[src/rtl/load_store_unit_pkg.sv]
// rtl/load_store_unit_pkg.sv - op encodings, FSM states and op-class helpers for load_store_unit
package load_store_unit_pkg;

   typedef enum logic [2:0] {
      OP_LB  = 3'b000,
      OP_LH  = 3'b001,
      OP_LW  = 3'b010,
      OP_SW  = 3'b011,
      OP_LBU = 3'b100,
      OP_LHU = 3'b101,
      OP_SB  = 3'b110,
      OP_SH  = 3'b111
   } mem_op_e;

   typedef enum logic [1:0] {
      ST_IDLE        = 2'd0,
      ST_ACCESS      = 2'd1,
      ST_MERGE_WRITE = 2'd2
   } lsu_state_e;

   typedef enum logic [1:0] {
      SIZE_BYTE = 2'd0,
      SIZE_HALF = 2'd1,
      SIZE_WORD = 2'd2
   } access_size_e;

   function automatic access_size_e access_size(input mem_op_e op);
      case (op)
         OP_LB, OP_LBU, OP_SB: return SIZE_BYTE;
         OP_LH, OP_LHU, OP_SH: return SIZE_HALF;
         default:              return SIZE_WORD;
      endcase
   endfunction

   function automatic logic is_store(input mem_op_e op);
      return (op == OP_SW) || (op == OP_SB) || (op == OP_SH);
   endfunction

   function automatic logic is_sub_word(input mem_op_e op);
      return access_size(op) != SIZE_WORD;
   endfunction

   function automatic logic is_signed_load(input mem_op_e op);
      return (op == OP_LB) || (op == OP_LH);
   endfunction

   function automatic logic is_misaligned(input mem_op_e op, input logic [1:0] addr_lo);
      case (access_size(op))
         SIZE_HALF: return addr_lo[0];
         SIZE_WORD: return addr_lo != 2'b00;
         default:   return 1'b0;
      endcase
   endfunction

endpackage

[src/rtl/byte_lane_align.sv]
// rtl/byte_lane_align.sv - combinational lane select: load extract/extend (MERGE=0) or store merge (MERGE=1)
module byte_lane_align
   import load_store_unit_pkg::*;
#(
   parameter bit LITTLE_ENDIAN = 1'b1,
   parameter bit MERGE         = 1'b0
)
(
   input  logic [31:0] word_i,
   input  logic [1:0]  addr_lo_i,
   input  logic [1:0]  size_i,
   input  logic        sign_i,
   input  logic [31:0] store_data_i,
   output logic [31:0] data_o
);

   logic [1:0]  byte_lane;
   logic        half_lane;
   logic [7:0]  lane_byte;
   logic [15:0] lane_half;
   logic [31:0] extracted;
   logic [31:0] merged;

   // Big-endian mirrors both the byte index and the halfword index within the word.
   assign byte_lane = LITTLE_ENDIAN ? addr_lo_i : (2'd3 - addr_lo_i);
   assign half_lane = LITTLE_ENDIAN ? addr_lo_i[1] : ~addr_lo_i[1];
   assign lane_byte = word_i[8*byte_lane +: 8];
   assign lane_half = word_i[16*half_lane +: 16];

   always_comb begin
      extracted = word_i;
      merged    = store_data_i;
      case (size_i)
         SIZE_BYTE: begin
            extracted = {{24{sign_i & lane_byte[7]}}, lane_byte};
            merged    = word_i;
            merged[8*byte_lane +: 8] = store_data_i[7:0];
         end
         SIZE_HALF: begin
            extracted = {{16{sign_i & lane_half[15]}}, lane_half};
            merged    = word_i;
            merged[16*half_lane +: 16] = store_data_i[15:0];
         end
         default: begin
            extracted = word_i;
            merged    = store_data_i;
         end
      endcase
   end

   assign data_o = MERGE ? merged : extracted;

endmodule

[src/rtl/load_store_unit.sv]
// rtl/load_store_unit.sv - MEM-stage load/store controller in front of a word-wide data memory;
// sub-word stores are done as read-merge-write.
module load_store_unit
   import load_store_unit_pkg::*;
#(
   parameter bit LITTLE_ENDIAN = 1'b1
)
(
   input  logic        system_clock,
   input  logic        reset,
   input  logic        req_valid,
   output logic        req_ready,
   input  logic [2:0]  req_op,
   input  logic [31:0] req_address,
   input  logic [31:0] req_store_data,
   output logic        load_valid,
   output logic [31:0] load_data,
   output logic        misaligned,
   output logic        mem_write_enable,
   output logic [31:0] mem_address,
   output logic [31:0] mem_write_data,
   input  logic [31:0] mem_read_data
);

   lsu_state_e  state_q;
   mem_op_e     op_q;
   logic [31:0] addr_q;
   logic [31:0] wdata_q;
   logic [31:0] load_data_q;
   logic        load_valid_q;
   logic        misaligned_q;
   logic [31:0] extracted;
   logic [31:0] merged;
   mem_op_e     req_op_e;
   logic        accept;

   assign req_op_e  = mem_op_e'(req_op);
   assign req_ready = (state_q == ST_IDLE);
   assign accept    = req_valid & req_ready;

   byte_lane_align #(.LITTLE_ENDIAN(LITTLE_ENDIAN), .MERGE(1'b0)) u_extract (
      .word_i       (mem_read_data),
      .addr_lo_i    (addr_q[1:0]),
      .size_i       (access_size(op_q)),
      .sign_i       (is_signed_load(op_q)),
      .store_data_i (wdata_q),
      .data_o       (extracted)
   );

   byte_lane_align #(.LITTLE_ENDIAN(LITTLE_ENDIAN), .MERGE(1'b1)) u_merge (
      .word_i       (mem_read_data),
      .addr_lo_i    (addr_q[1:0]),
      .size_i       (access_size(op_q)),
      .sign_i       (is_signed_load(op_q)),
      .store_data_i (wdata_q),
      .data_o       (merged)
   );

   always_ff @(posedge system_clock or posedge reset) begin
      if (reset) begin
         state_q      <= ST_IDLE;
         op_q         <= OP_LB;
         addr_q       <= '0;
         wdata_q      <= '0;
         load_data_q  <= '0;
         load_valid_q <= 1'b0;
         misaligned_q <= 1'b0;
      end else begin
         load_valid_q <= 1'b0;
         misaligned_q <= 1'b0;
         case (state_q)
            ST_IDLE: begin
               if (accept) begin
                  op_q    <= req_op_e;
                  addr_q  <= req_address;
                  wdata_q <= req_store_data;
                  if (is_misaligned(req_op_e, req_address[1:0])) begin
                     misaligned_q <= 1'b1;
                  end else begin
                     state_q <= ST_ACCESS;
                  end
               end
            end
            ST_ACCESS: begin
               if (!is_store(op_q)) begin
                  load_data_q  <= extracted;
                  load_valid_q <= 1'b1;
                  state_q      <= ST_IDLE;
               end else if (is_sub_word(op_q)) begin
                  // Old word with the target lane replaced becomes the write data.
                  wdata_q <= merged;
                  state_q <= ST_MERGE_WRITE;
               end else begin
                  state_q <= ST_IDLE;
               end
            end
            ST_MERGE_WRITE: state_q <= ST_IDLE;
            default:        state_q <= ST_IDLE;
         endcase
      end
   end

   assign mem_write_enable = ((state_q == ST_ACCESS) && (op_q == OP_SW)) ||
                             (state_q == ST_MERGE_WRITE);
   assign mem_address      = addr_q;
   assign mem_write_data   = wdata_q;
   assign load_data        = load_data_q;
   assign load_valid       = load_valid_q;
   assign misaligned       = misaligned_q;

endmodule

[config.mk]
export PLATFORM = sky130hd
export DESIGN_NAME = load_store_unit
export DESIGN_NICKNAME = d
export VERILOG_FILES = /design/src/rtl/load_store_unit_pkg.sv /design/src/rtl/byte_lane_align.sv /design/src/rtl/load_store_unit.sv
export SDC_FILE = /design/constraint.sdc
export NUM_CORES = 1
export LEC_CHECK = 0
export CORE_ASPECT_RATIO = 1.2
export CORE_MARGIN = 10
export CORE_UTILIZATION = 41
export DETAILED_ROUTE_END_ITERATION = 10
export HOLD_SLACK_MARGIN = 0.15
export PLACE_DENSITY = 0.85
export SETUP_SLACK_MARGIN = 0.15
export SLEW_MARGIN = 10
export SYNTH_ARGS = -nofsm -noshare
export SYNTH_HDL_FRONTEND = slang
export SYNTH_SLANG_ARGS = --single-unit
[constraint.sdc]
create_clock -name system_clock -period 3.3 [get_ports system_clock]
set_input_delay 0.825 -clock system_clock [delete_from_list [all_inputs] [get_ports system_clock]]
set_output_delay 0.825 -clock system_clock [all_outputs]
set_load 0.01 [all_outputs]
Word level (Yosys, flattened, before mapping). Cells that the tools add are included.

Output and inout bits: 100. Word-level logic and storage cells: 87. Flip-flop bits (word level): 103.

$add $sub $neg: 2. Bitwise logic cells: 4. Multiplexer cells: 27. Reduce and logical (&&, ||, !) cells: 19. Shift-type cells: 6. Eq/ne operators: 22.

Operators with widths (number): $pmux 32 s2 (3); $mux 32 (3); $neg 5->34 (2); $bwmux 32 (2); $shift 16x34->32 const A (1); $shift 8x34->32 const A (1); $shiftx 16x34->32 (1); $shiftx 8x34->32 (1); $shiftx 32x6->16 (1); $shiftx 32x6->8 (1); $eq 3x3->1 const B (8); $mux 2 (8); $pmux 2 s2 (3); $reduce_or 3->1 (4); $ne 2x2->1 const B (4); $mux 1 (7); $eq 2x1->1 const B (3); $eq 3x1->1 const B (2); $logic_not 3->1 (2); $reduce_and 2->1 (3); $reduce_and 5->1 (1); $eq 2x2->1 const B (2); $logic_not 2->1 (2); $logic_or 1x1->1 (4); other kinds (8) (11).

Depth between registers and ports, before layout. Gate-level depths: netlist (run 1).

Depth in word-level cells: 12. Gate-level depth with buffers: 9. Mapped depth without buffers: 6.

Cells and area by module. From an unflattened synthesis (run 1), not the netlist that was laid out.

Cell total of the unflattened synthesis: 532. Area, all modules: 6244.7 um^2.

Modules (own cells, without submodules): load_store_unit (instances 1, cells an instance 269, area each 4428.0 um^2); byte_lane_align at u_merge (instances 1, cells an instance 142, area each 1073.5 um^2); byte_lane_align at u_extract (instances 1, cells an instance 121, area each 743.2 um^2).

Least setup slack after synthesis (run 1). Ideal clock, no wire load.

Kind: reg2reg. Start point: reg addr_q[1] (netlist: mem_address[1]). End point: reg wdata_q[31] (netlist: mem_write_data[31]). Data arrival time: 2.238 ns. Path slack: 0.984 ns. Cell stages (with the launch flop): 10. Data required time: 3.223 ns. Library setup time: 0.077 ns. Cell sequence: dfrtp_1 -> buf_2 -> inv_1 -> clkbuf_1 -> ha_1 -> nor4bb_1 -> clkbuf_1 -> a222oi_1 -> a211o_1 -> a21oi_1.

Word-level cells in the longest chain between the ends: 7.

RTL lines: start: declaration (line load_store_unit.sv:27) `logic [31:0] addr_q;`; start signal: assignment (line load_store_unit.sv:75) `addr_q <= req_address;`; $neg 5->34, on equally long branches (line byte_lane_align.sv:42, byte_lane_align.sv:37); $shiftx 16x34->32 (tied with other cells) (line byte_lane_align.sv:42) `merged[16*half_lane +: 16] = store_data_i[15:0];`; $bwmux 32, on equally long branches; $pmux 32 s2 * (line byte_lane_align.sv:33) `case (size_i)`; $mux 32 * (line load_store_unit.sv:89) `end else if (is_sub_word(op_q)) begin`; $mux 32 * (line load_store_unit.sv:85) `if (!is_store(op_q)) begin`; $pmux 32 s2 * (line load_store_unit.sv:71) `case (state_q)`; end signal: assignment (line load_store_unit.sv:76) `wdata_q <= req_store_data;`; end signal: assignment (line load_store_unit.sv:91) `wdata_q <= merged;`; end: declaration (line load_store_unit.sv:28) `logic [31:0] wdata_q;`.

Mark *: on every way between the ends. The rest lies on a longest branch, timed or not. The select of a mux whose other input is x is not followed. A chain may end at the register's enable or synchronous reset.

Worst setup path in the final report (run 1).
Start point: reg op_q[1]. End point: out mem_write_enable.

Word-level cells in the longest chain between the ends: 3.

RTL lines: start: declaration (line load_store_unit.sv:26) `mem_op_e op_q;`; start signal: assignment (line load_store_unit.sv:74) `op_q <= req_op_e;`; $eq 3x2->1 (line load_store_unit.sv:103) `assign mem_write_enable = ((state_q == ST_ACCESS) && (op_q == OP_SW)) ||`; $logic_and 1x1->1 (line load_store_unit.sv:103); $logic_or 1x1->1 (line load_store_unit.sv:103); end: declaration (line load_store_unit.sv:19) `output logic mem_write_enable,`.

Every way passes these cells.

==> results of run 1 <==
[cells by family (layout without fill, tap and decap cells)]
kind of cell	after synthesis	after routing	share of synthesized area (%)
AO/OA/AOI/OAI	167	167	21.19
adder cells (fa/ha/maj)	5	5	1.138
buffers and inverters	54	245	4.052
flip-flops	103	103	46.89
multiplexers	67	67	13.20
AND/OR/NAND/NOR	165	165	13.52
[layout make-up]
type                            instances  area [µm²]
Clock buffer                           12       246.5
Clock inverter                          4       55.05
Fill cell                            1152        5166
Inverter                                9       37.54
Multi-Input combinational cell        404        2708
Sequential cell                       103        2577
Tap cell                              168       210.2
Timing Repair Buffer                  220        2180
[flip-flops by register name, indices dropped and copies added, names as in the netlist]
signal,count
mem_write_data,32
op_q,3
state_q,2
mem_address,32
load_valid,1
load_data,32
misaligned,1
[placed cells by master (no fill, tap or decap), types with 2 or more instances in the layout]
master and instances:
a31oi_1 6, o22a_1 3, and3b_1 3, clkbuf_16 9
ha_1 5, dfrtp_1 103, nand3_1 2, a211o_1 18
a221oi_1 8, clkinvlp_4 2, nor3_1 7, nor4bb_1 2
inv_1 8, clkdlybuf4s50_1 201, nor2_1 67, buf_4 17
nor2b_1 6, a222oi_1 16, or3_1 8, mux2i_1 23
o2111ai_1 5, buf_12 2, nand2_1 55, a22o_1 4
o21ai_0 19, mux2_2 44, clkinv_4 2, a21boi_1 2
nand2b_1 7, a21oi_1 60, o211ai_1 7, o311ai_0 3
o31ai_1 9, clkbuf_1 2
[where the power goes]
| part | switching, mW | internal, mW | total, mW | leakage (nW) |
|---|---|---|---|---|
| Sequential | 0.337 | 1.66 | 2.00 | 1.20 |
| Clock | 0.468 | 0.612 | 1.08 | 0.143 |
| Combinational | 1.09 | 1.24 | 2.33 | 1.87 |
| Total | 1.90 | 3.51 | 5.41 | 3.21 |
[layer usage]
layer	wire length, µm	share of wire, %	up-vias
li1	-	-	2413
met2	10100	50	282
met1	7532	37	2603
met5	0	0	-
met4	546	2.7	0
met3	2172	11	39
[synthesized netlist by cell type (10+ instances only)]
cell type    n
a211o_1     18
a21oi_1     60
a222oi_1    16
buf_1       10
buf_2       10
clkbuf_1    23
dfrtp_1    103
mux2_2      44
mux2i_1     23
nand2_1     55
nor2_1      67
o21ai_0     19
[critical path, cell delays in order, from the launching register on]
cell,delay [ps]
dfrtp_1,540
nor2b_2,230
nand3_1,90
o21ai_0,130
clkdlybuf4s50_1,610
[worst min path at each step]
stage	from	to	depth (start not counted)
2_1_floorplan	load_data[1]$_DFFE_PP0P_	load_data[1]$_DFFE_PP0P_	2
3_3_place_gp	load_data[5]$_DFFE_PP0P_	load_data[5]$_DFFE_PP0P_	2
3_5_place_dp	load_data[4]$_DFFE_PP0P_	load_data[4]$_DFFE_PP0P_	2
4_1_cts	load_data[4]$_DFFE_PP0P_	load_data[4]$_DFFE_PP0P_	2
5_1_grt	load_data[2]$_DFFE_PP0P_	load_data[2]$_DFFE_PP0P_	2
6_report	load_data[4]$_DFFE_PP0P_	load_data[4]$_DFFE_PP0P_	2
==> out/results.txt, run 1 <==
Core Util, Final - 60.80%
Fmax - 361.6 MHz
CP Launch Type - flip-flop
Die height - 146.8 µm
DRT antenna net count - 0
Ports - 202
# Max-Cap Violations - 0
Post-CTS setup buffer count - 0
Design area - 8014 µm²
Met2 Usage GRT - 36.23%
Vias per cell - 5.801
Total power - 5.410 mW
Yosys reg bits - 103
Syn. warnings - 0
Synth area leaders - dfrtp_1, mux2_2, a21oi_1, nor2_1, mux2i_1
Worst R2R Path Depth - 7
Cell variety after synth - 44
DRT iter0 DRCs - 552
CTS tree - yes
VDD IR-drop max - 0.0003811 V
Clk_lat worst skew - 340 ps
Wire per inst - 22.12 µm
NumNets Final - 854
IO buf count - 201
Asr flop ratio synth - 100.0%
Post-synth EDFFs - 0
Power Density - 675.1 nW/µm²
Post-DP HPWL - 15.68 mm
Core area - 13,180 µm²
Leakage - 3.209 nW
Top_reg_cell synth - dfrtp_1
CP endpoint - mem_write_enable
CP endpoint kind - primary output
Final Hold Fails - 0
Critical path data arrival time - 1940 ps
Final WL - 20.35 mm
Via count - 5,337
Number of diodes - 0
PnR worst setup slack - 534.8 ps
DRC Markers - 0
Clock Pin Slew Worst Setup and Hold Paths - 70 ps
Fin crit period - 2765 ps
Gate Count Post-Synth - 561
Finished Layout Cells - 920
Worst r2r dst - load_data[17]$_DFFE_PP0P_
Area grow syn2layout - 45.80%
Critical path class - flip-flop to primary output
Slew margin rel. - 50.89%
Initial antenna violation count - 0
Avg Synthesized Cell Area - 9.798 µm²
Seq/Total Area, Yosys - 46.89%
Synth area leader - dfrtp_1
Share of layout cells above drive strength 1 - 11.30%
Post-Syn Nets - 668
TritonCTS Buffers - 9
Setup TNS - 0 ps
Vias in the first global route - 5,750
Hold WS - 494.2 ps
Htree depth - 3
Die Wd - 125.7 µm
DP Worst Slack - 638.7 ps
Post-DP Area - 7712 µm²
GRT busiest layer - met2
DIE AREA - 18,460 µm²
Worst path required time - 2470 ps
# clock sinks - 103
Least-Margin Pin Slew - 735.1 ps
Max Slew Vio Count - 0
Post-synth top area share - 46.89%
Met1 usage - 24.11%
Initial Utilization - 41.70%
RSZ-0062 raised after global routing - no
Site Rows - 46
Gr ovfl total - 0
Netlist Area Pre-Place - 5497 µm²
R2R Path Start - state_q[1]$_DFFE_PP0P_
Final period util - 83.79%
Final setup viols - 0
Crit-path max FO - 9
Clock Tree Buf Depth - 2
HP Class - flip-flop to flip-flop
First-pass GRT wire length - 31.91 mm
Gates resized, CTS repair - 0
Met3 Use GR - 7.919%
Gpl congestion - 0.9237
Root buffer cell - clkbuf_16
First drt pass iteration count - 5
Setup crit start - op_q[1]$_DFFE_PP0P_
GR Util All Layers - 21.34%
Setup Skew - 5.617 ps
# hold bufs at CTS - 0
Outcome - finished clean
Largest net degree at the start of global routing - 52
Reg2reg setup slack - 870 ps
Placed insts - 904
(Power assumes the default switching activity.)
==> run 2: changes to the inputs <==
CORE_UTILIZATION = 45   (was 41)
PLACE_DENSITY = 0.88   (was 0.85)
clock period = 2.65 ns   (was 3.3 ns; I/O delays follow)
==> out/results.txt, run 2 (synthesis gave the netlist of run 1 again) <==
Outcome - finished clean
Leakage - 3.250 nW (+1.3%)
Initial Utilization - 45.59% (+3.9 points)
Vias in the first global route - 5,587 (-2.8%)
Final WL - 20.15 mm (-0.97%)
Hold Path Sink - mem_address[2]$_DFFE_PP0P_
Critical path data arrival time - 1590 ps (-350 ps)
R2R Path Start - op_q[1]$_DFFE_PP0P_
Via count - 5,381 (+0.82%)
Clk_lat worst skew - 350 ps (about the same)
Critical Path, Cell by Cell - buf_4 -> clkdlybuf4s50_1
Crit-path max FO - 20 (+11)
VDD IR-drop max - 0.0004096 V (+7.5%)
DRT iter0 DRCs - 594 (+7.6%)
Post-DP Area - 7746 µm² (+0.44%)
Finished Layout Cells - 917 (-0.33%)
DRT antenna net count - 0 (unchanged)
Clock Tree Buf Depth - 2 (unchanged)
Setup Skew - 7.224 ps (+1.607 ps)
Fmax - 444.7 MHz
Power Density - 846.2 nW/µm² (+25%)
Hold Crit Start - mem_address[2]$_DFFE_PP0P_
Vias per cell - 5.868 (+1.2%)
Design area - 8061 µm² (+0.59%)
Reg2reg setup slack - 430 ps (-440 ps)
Number of diodes - 0 (unchanged)
Area grow syn2layout - 46.67%
DP Worst Slack - 120.9 ps (-517.7 ps)
NumNets Final - 858 (+0.47%)
Die Wd - 120.9 µm (-3.8%)
Most frequent cells in the layout - clkdlybuf4s50_1, dfrtp_1, nor2_1
IO buf count - 201 (unchanged)
Largest net degree at the start of global routing - 43 (-17%)
CP Depth - 2 (-2)
Gr ovfl total - 0 (unchanged)
DIE AREA - 17,050 µm² (-7.6%)
Gpl congestion - 0.9077 (-1.7%)
Fin crit period - 2249 ps
Site Rows - 44 (-4.3%)
Die height - 141.1 µm (-3.9%)
Slew margin rel. - 45.08% (-5.8 points)
Total power - 6.822 mW (+26%)
Root buffer cell - clkbuf_16
CP endpoint kind - primary output
Max incr delay on CP - 610 ps (about the same)
# clock sinks - 103 (unchanged)
Slowest CP cell - clkdlybuf4s50_1
CP delay by family, top - buffers and inverters
Gates resized, CTS repair - 2 (+2)
Placed insts - 901 (-0.33%)
CP Buf/Inv Count - 2 (+1)
FILL cells - 963 (-16%)
Final Hold Fails - 0 (unchanged)
Initial antenna violation count - 0 (unchanged)
Core area - 12,060 µm² (-8.5%)
Htree depth - 3 (unchanged)
Commonest non-fill, non-tap cell in the layout - clkdlybuf4s50_1
PnR worst setup slack - 401.2 ps (-133.6 ps)
Ports - 202 (unchanged)
RSZ-0062 raised after global routing - no
Worst R2R Path Depth - 5 (-2)
Setup crit start - mem_address[1]$_DFFE_PP0P_
Worst path required time - 1990 ps (-480 ps)
HP Class - flip-flop to flip-flop
# hold bufs at CTS - 0 (unchanged)
Share of layout cells above drive strength 1 - 12.17% (+0.87 points)
Max Slew Vio Count - 0 (unchanged)
Setup TNS - 0 ps (unchanged)
Post-CTS setup buffer count - 0 (unchanged)
DRC Markers - 0 (unchanged)
Wire per inst - 21.97 µm (-0.65%)
First drt pass iteration count - 8 (+3)
GR Util All Layers - 22.97% (+1.6 points)
TritonCTS Buffers - 9 (unchanged)
Worst r2r dst - mem_write_data[1]$_DFFE_PP0P_
CP Launch Type - flip-flop
Critical path class - flip-flop to primary output
CTS tree - yes
First-pass GRT wire length - 31.06 mm (-2.7%)
# Max-Cap Violations - 0 (unchanged)
Hold Path Depth - 1 (-1)
Final setup viols - 0 (unchanged)
Final period util - 84.86%
Post-DP HPWL - 15.40 mm (-1.8%)
Least-Margin Pin Slew - 822.9 ps (+87.81 ps)
Clock Pin Slew Worst Setup and Hold Paths - 70 ps (about the same)
-- run 2: cell count changes in the layout (fill, tap and decap cells not counted), sizes merged --
cell	before	now
buf	19	23
clkbuf	12	10
bufinv	1	2
clkdlybuf4s50	201	200
clkinv	2	3
clkinvlp	2	1
dlygate4sd2	0	1
inv	8	9
-- run 2: where the power goes --
| group | switching [mW] | total (mW) | internal (mW) |
|---|---|---|---|
| Sequential | 0.393 | 2.46 | 2.07 |
| Clock | 0.595 | 1.42 | 0.827 |
| Combinational | 1.39 | 2.94 | 1.55 |
| Total | 2.37 | 6.82 | 4.45 |
-- run 2: cell type report --
class,count,area [µm²],area share [%]
multi-input combinational,404,2710,33.62
sequential,103,2579,31.99
timing repair buffer,224,2221,27.55
clock buffer,10,229.0,2.840
tap,161,201.4,2.499
clock inverter,6,83.83,1.040
inverter,9,37.54,0.4656
-- run 2: stage by stage --
stage	utilization (%)	hold slack, ps
5_1_grt	66.86	530.3
3_5_place_dp	64.25	493.2
6_report	66.86	507.2
3_3_place_gp	64.25	474.7
2_1_floorplan	-	516.2
4_1_cts	66.84	508.5
-- run 2: worst max-delay path by stage --
stage / endpoint
after global routing: load_data[10]$_DFFE_PP0P_
after floorplan: mem_write_data[31]$_DFFE_PP0P_
after CTS: mem_address[1]
final: mem_address[1]
after global placement: mem_write_data[1]$_DFFE_PP0P_
after detailed placement: mem_write_data[2]$_DFFE_PP0P_
-- run 2: layer usage --
metal	wire (µm)	global-route usage, %
met1	7370	26.00
met5	0	0
met4	523	9.542
met3	2218	8.070
met2	10040	38.30
